### config.mk
export PLATFORM = sky130hd
export DESIGN_NAME = card_dealer
export DESIGN_NICKNAME = d
export VERILOG_FILES = /design/src/rtl/card_dealer.sv
export SDC_FILE = /design/constraint.sdc
export NUM_CORES = 1
export LEC_CHECK = 0
export BUFFER_PORTS_ARGS = -buffer_cell sky130_fd_sc_hd__buf_2
export CORE_MARGIN = 10
export CORE_UTILIZATION = 45
export CTS_CLUSTER_SIZE = 20
export DETAILED_ROUTE_END_ITERATION = 8
export PLACE_DENSITY = 0.66
export SLEW_MARGIN = 15
export SYNTH_ARGS = -nofsm -noshare
export SYNTH_HDL_FRONTEND = slang
export SYNTH_SLANG_ARGS = --single-unit
### constraint.sdc
create_clock -name clk -period 2.3 [get_ports clk]
set_input_delay 0.23 -clock clk [delete_from_list [all_inputs] [get_ports clk]]
set_output_delay 0.23 -clock clk [all_outputs]
set_load 0.01 [all_outputs]
### src/rtl/card_dealer.sv
// Card dealer: deals 9 distinct cards (0..51) drawn from a 16-bit LFSR over a valid/ready handshake.
// Optional: define CARD_DEALER_REJECT_CNT_EN to add the reject_cnt output.
module card_dealer (
    input  logic        clk,
    input  logic        rst,
    input  logic        start,
    input  logic        seed_load,
    input  logic [15:0] seed,
    input  logic        abort,
    input  logic        card_ready,
    output logic        card_valid,
    output logic [5:0]  card_code,
    output logic [3:0]  card_number,
    output logic [1:0]  card_flower,
    output logic [3:0]  card_index,
    output logic        busy,
`ifdef CARD_DEALER_REJECT_CNT_EN
    output logic [7:0]  reject_cnt,
`endif
    output logic        done
);

    // state | meaning
    // IDLE  | waiting for start
    // DRAW  | testing lfsr[5:0] each cycle until an unused code < 52 appears
    // OFFER | card presented, waiting for card_ready
    // DONE  | one-cycle done pulse after slot 8 is accepted
    typedef enum logic [1:0] {IDLE, DRAW, OFFER, DONE} state_t;

    localparam logic [15:0] LFSR_INIT = 16'hACE1;

    state_t      r_state;
    state_t      w_state_next;
    logic [15:0] r_lfsr;
    logic [51:0] r_used;
    logic [5:0]  r_code;
    logic [3:0]  r_index;
    logic [5:0]  w_cand;
    logic        w_cand_ok;
    logic        w_accept;
    logic        w_feedback;

    assign w_cand     = r_lfsr[5:0];
    assign w_cand_ok  = (w_cand < 6'd52);
    assign w_accept   = w_cand_ok && !r_used[w_cand];
    assign w_feedback = r_lfsr[15] ^ r_lfsr[13] ^ r_lfsr[12] ^ r_lfsr[10];

    // A zero seed would lock the LFSR, so it is replaced by the reset value.
    always_ff @(posedge clk or negedge rst) begin
        if (!rst) begin
            r_lfsr <= LFSR_INIT;
        end else if (seed_load) begin
            r_lfsr <= (seed == 16'h0000) ? LFSR_INIT : seed;
        end else begin
            r_lfsr <= {r_lfsr[14:0], w_feedback};
        end
    end

    always_ff @(posedge clk or negedge rst) begin
        if (!rst) begin
            r_state <= IDLE;
        end else begin
            r_state <= w_state_next;
        end
    end

    always_comb begin
        w_state_next = r_state;
        card_valid   = 1'b0;
        busy         = 1'b1;
        done         = 1'b0;
        case (r_state)
            IDLE: begin
                busy = 1'b0;
                if (start) w_state_next = DRAW;
            end
            DRAW: begin
                if (abort)         w_state_next = IDLE;
                else if (w_accept) w_state_next = OFFER;
            end
            OFFER: begin
                card_valid = 1'b1;
                if (abort)           w_state_next = IDLE;
                else if (card_ready) w_state_next = (r_index == 4'd8) ? DONE : DRAW;
            end
            DONE: begin
                done         = 1'b1;
                w_state_next = IDLE;
            end
            default: w_state_next = IDLE;
        endcase
    end

    always_ff @(posedge clk or negedge rst) begin
        if (!rst) begin
            r_code  <= 6'd0;
            r_index <= 4'd0;
            r_used  <= '0;
        end else begin
            case (r_state)
                IDLE: begin
                    if (start) begin
                        r_used  <= '0;
                        r_index <= 4'd0;
                    end
                end
                DRAW: begin
                    if (!abort && w_accept) begin
                        r_code         <= w_cand;
                        r_used[w_cand] <= 1'b1;
                    end
                end
                OFFER: begin
                    if (!abort && card_ready && (r_index != 4'd8)) r_index <= r_index + 4'd1;
                end
                default: ;
            endcase
        end
    end

`ifdef CARD_DEALER_REJECT_CNT_EN
    logic [7:0] r_reject_cnt;

    always_ff @(posedge clk or negedge rst) begin
        if (!rst) begin
            r_reject_cnt <= 8'd0;
        end else if ((r_state == IDLE) && start) begin
            r_reject_cnt <= 8'd0;
        end else if ((r_state == DRAW) && !abort && !w_accept && (r_reject_cnt != 8'hFF)) begin
            r_reject_cnt <= r_reject_cnt + 8'd1;
        end
    end

    assign reject_cnt = r_reject_cnt;
`endif

    assign card_code   = r_code;
    assign card_number = r_code[5:2];
    assign card_flower = r_code[1:0];
    assign card_index  = r_index;

endmodule

Word level (Yosys, flattened, before mapping)
Cells that the tools add are included.
Storage, ports and cells
  bits in registers: 80
  bits in latches: 0
  memory bits (writable): 0
  bits in read-only memories: 0
  output and inout port bits: 19
  logic and storage cells: 60
  memories kept: 0
Cells by class
  add/sub/neg operators: 1
  $mul: 0
  divide/modulo/power cells: 0
  $lt $le $gt $ge: 3
  equal/unequal tests: 10
  shift-type cells: 0
  muxes and demuxes: 22
  bitwise logic cells: 4
  reduce and logical (&&, ||, !) cells: 15
Operators by type and width (number)
  $mux 52: 2
  $pmux 52 s2: 1
  $or 52x52->52: 1
  $mux 16: 2
  $logic_not 16->1: 1
  $mux 2: 6
  $reduce_and 3->1: 3
  $mux 4: 2
  $pmux 2 s4: 1
  $pmux 4 s2: 1
  $lt 6x7->1 const B: 1
  $bmux 1 s6: 1
  $demux 1 s6: 1
  $ge 6x1->1 const B: 1
  $lt 6x6->1 const B: 1
  $ne 2x2->1 const B: 3
  $ne 3x3->1 const B: 2
  $logic_and 1x1->1: 5
  $mux 1: 5
  $add 4x1->4 const B: 1
  $eq 2x2->1 const B: 2
  $eq 4x4->1 const B: 1
  $ne 4x4->1 const B: 1
  $reduce_bool 2->1: 2
  other kinds (5): 8

Logic depth before layout (Yosys ltp)
  depth in word-level cells: 7
  mapped depth: 10
  depth with buffers taken out: 8

Worst setup path before layout
Ideal clock, no wire load.
  path kind: flip-flop to flip-flop
  start point: register r_lfsr[0]
  end point: register r_code[4] (netlist: card_code[4])
  library setup time: 125 ps
  data arrival time: 2183 ps
  slack: -8 ps
  stages on the path, launching flop included: 9
  path buffers: 2
  clock period less this slack: 2308 ps
  cell sequence: dfstp_2 > buf_6 > buf_6 > mux4_2 > nor3_2 > nor2_1 > a31oi_2 > nand4_4 > mux2_4
Between the ends
  word-level cells in the longest chain between the ends: 6
  elaborated cells between the ends (all ways): 7
  classes of those cells: 1 x order compare; 2 x mux; 4 x reduce/logical
RTL lines
  start: declaration: RTL line 34  | logic [15:0] r_lfsr;
  start signal: assignment: RTL line 53  | r_lfsr <= (seed == 16'h0000) ? LFSR_INIT : seed;
  start signal: assignment: RTL line 55  | r_lfsr <= {r_lfsr[14:0], w_feedback};
  $bmux 1 s6: RTL line 45  | assign w_accept = w_cand_ok && !r_used[w_cand];
  $mux 1 (not written as such): RTL line 45
  $logic_not 1->1: RTL line 45
  $logic_and 1x1->1 *: RTL line 45
  $logic_and 1x1->1 *: RTL line 108  | if (!abort && w_accept) begin
  $reduce_and 2->1 (no source line) *
  end signal: assignment: RTL line 109  | r_code <= w_cand;
  end: declaration: RTL line 36  | logic [5:0] r_code;
Every way passes the cells marked *; elsewhere a longest branch is shown, timed or not. The select of a mux whose other input is x is not followed.
A chain may end at the register's enable or synchronous reset.

Worst setup path in the final report
  start point: register r_lfsr[0]
  end point: register r_code[3] (netlist: card_code[3])
The elaborated chain is that of the path after synthesis.

==> out/results.txt <==
Vias in the first global route = 3401
Final HPWL DP = 7350 um
Yosys reg bits = 80
FILL cells = 767
DIE HEIGHT = 116 um
Grt total ovfl = 0
Global-route wire length before repair = 17300 um
Tightest Hold Check Type = in -> reg
Clock latency at the later pin of the worst-skew pair = 0.36 ns
Cell Area, Synth = 0.00413 sq mm
Via count = 3351
Starting Density = 46.7%
Critical path required time = 2.55 ns
Worst-path clk slew = 0.09 ns
Worst setup margin = -0.0607 ns
Die X = 116 um
# nets final = 472
Netlist cell types = 59
# setup viols final = 15
Largest net degree at the start of global routing = 81
Setup crit start kind = flop
Placer Congestion = 0.871
Pleak = 2.30 nW
Synth Warn # = 0
Synth area leader = dfrtp_1
Outcome = finished, violations left
Post-synth ARST share = 100%
Core area = 0.00885 sq mm
Routed wire per std cell = 19.3 um
Primary FF master, synth = dfrtp_1
Buffers on Ports = 40
CP Capture Type = flop
Layout area overhead = 25.2%
Drt initial violations = 279
Total CTS buffers = 9
Router iterations before antenna repair = 5
Synth area leaders = dfrtp_1 44%, dfstp_2 5.1%, nor2_1 3.4%, mux4_2 3.3%, nand2_1 3.1%
Headroom to the max-slew limit = 59.5%
Synthesized area per cell = 10.9 sq um
Die area = 0.0134 sq mm
Htree depth = 3
Cell Count, Final, Fillers Out = 561
Unrepaired setup endpoints after global routing = true
ANT cells = 0
Failing checks = negative setup slack
Synth top area share = 43.6%
Critical Path AT = 2.61 ns
Final period utilization = 103%
Worst clock skew = 0.00661 ns
Io pins = 41
CP Class = reg -> reg
Antenna violations before repair = 0
Pwr Density = 793 mW/mm^2
Drt total wl = 10800 um
Worst VDD drop = 0.384 mV
Antenna violation net count after detailed routing = 0
CTS Buffer Depth = 2
Clk root buf = clkbuf_8
DRC = 0
Max_cap viols = 0
Share of cells above drive strength 1 = 36.9%
Inst Count DP = 536
Global Route Usage Sum = 16.1%
CTS tree = done
Slew at the pin with the worst max-slew slack = 0.603 ns
Synth Net Count = 404
Average via count per standard cell = 5.97
Min Tclk post-route = 2.36 ns
Final Hold Fails = 0
Clock sinks = 80
Dpl ws = -0.0581 ns
Part of the Yosys area used for sequential elements = 48.7%
Pins Over Slew Limit = 0
Crit path max fanout = 7
FP Rows = 34
Cells after Synth = 380
Overall power = 4.10 mW
Post-synth EDFFs = 0
FMAX = 0.424 GHz
[cells in the final DEF, fill, tap and decap left out, types with 6 or more instances in the layout]
cell type   n
o21ai_0    14
clkbuf_8   10
mux2_2      7
a22o_1      9
a21oi_1    10
buf_4      40
inv_1       6
dfrtp_1    72
nor4_1      7
nor2_1     36
mux4_2      6
dfstp_2     8
mux2_4      7
o22a_1      8
nand3_1     7
o21a_1     16
nand2_1    34
buf_2      39
nor4_4      6
[cell type report]
class                           instances  area (sq um)  share of cell area [%]
Multi-Input combinational cell        261          2050                    39.7
Sequential cell                        80          2010                    38.9
Timing Repair Buffer                   90           697                    13.5
Clock buffer                           10           138                    2.66
Tap cell                              108           135                    2.61
Clock inverter                          6           116                    2.25
Inverter                                6          22.5                   0.436
[registers in the layout, indices dropped and copies added (netlist names)]
| name | flops |
|---|---|
| card_code | 6 |
| card_index | 4 |
| r_lfsr | 16 |
| r_state | 2 |
| r_used | 52 |
[worst paths after layout]
| check | cells past startpoint | from | to | slack (ns) |
|---|---|---|---|---|
| max | 7 | r_lfsr[0] | card_code[3] | -0.06 |
| min | 2 | seed[5] | r_lfsr[5] | 0.09 |
| max reg2reg | 7 | r_lfsr[0] | card_code[3] | -0.06 |
| min reg2reg | 2 | r_used[39] | r_used[39] | 0.49 |
| max in group asynchronous | 3 | rst | r_lfsr[5] | 1.50 |
| min in group asynchronous | 3 | rst | r_used[37] | 0.42 |
[per-stage QoR]
step	setup TNS (ns)	hold WS [ns]	utilization (%)	cell area, sq um
global route	-3.12	0.0803	58.4	5170
floorplan	0	-0.0656	-	4130
CTS	-0.260	0.0898	55.8	4930
finish	-0.699	0.0908	58.4	5170
detailed placement	-0.291	0.297	52.1	4610
global placement	-0.0626	0.292	52.1	4610
[cell usage after synthesis (7+ instances only)]
cell type	count
buf_4	10
a21oi_1	11
a22o_1	9
nor4_1	11
mux2_2	7
clkbuf_1	16
nor3_1	7
o21a_1	16
mux2_4	7
nand3_1	9
o21ai_0	14
nor2_1	37
dfstp_2	8
nand2_1	34
dfrtp_1	72
o22a_1	8
[metal layers]
layer	global-route usage [%]	vias to the layer above	routed length, um
met1	21.7	1660	4820
met2	24.6	144	5060
met4	6.92	0	289
li1	-	1523	-
met5	0	-	0
met3	3.46	24	675
[power by group]
part | leakage (nW) | internal, mW | switching, mW | total [mW]
Combinational | 1.11 | 0.532 | 0.642 | 1.17
Clock | 0.127 | 0.756 | 0.545 | 1.30
Sequential | 1.06 | 1.53 | 0.0980 | 1.63
[repair_timing]
item	CTS	global route
gates resized for setup	3	32
cloned	1	1
endpoints found under the setup margin	8	38
buffers inserted	2	4
endpoints found under the hold margin	72	0
pin swaps	0	23
hold buffers	1	0
[logic make-up after synthesis]
family,synth area share (%)
mux,8.93
compound gates,15.8
buf+inv,5.57
simple gates,19.3
xor+xnor,1.06
flops,48.7
fa+ha+maj,0.606
[critical path, cell delays in order, from the launching register on]
cell and delay, ns:
dfstp_2 0.57, buf_6 0.12, buf_4 0.11, mux4_2 0.52, o32a_1 0.24, and2_4 0.20, nand4_4 0.16, mux2_4 0.32
Note: power is estimated with default switching activity, not from simulation.
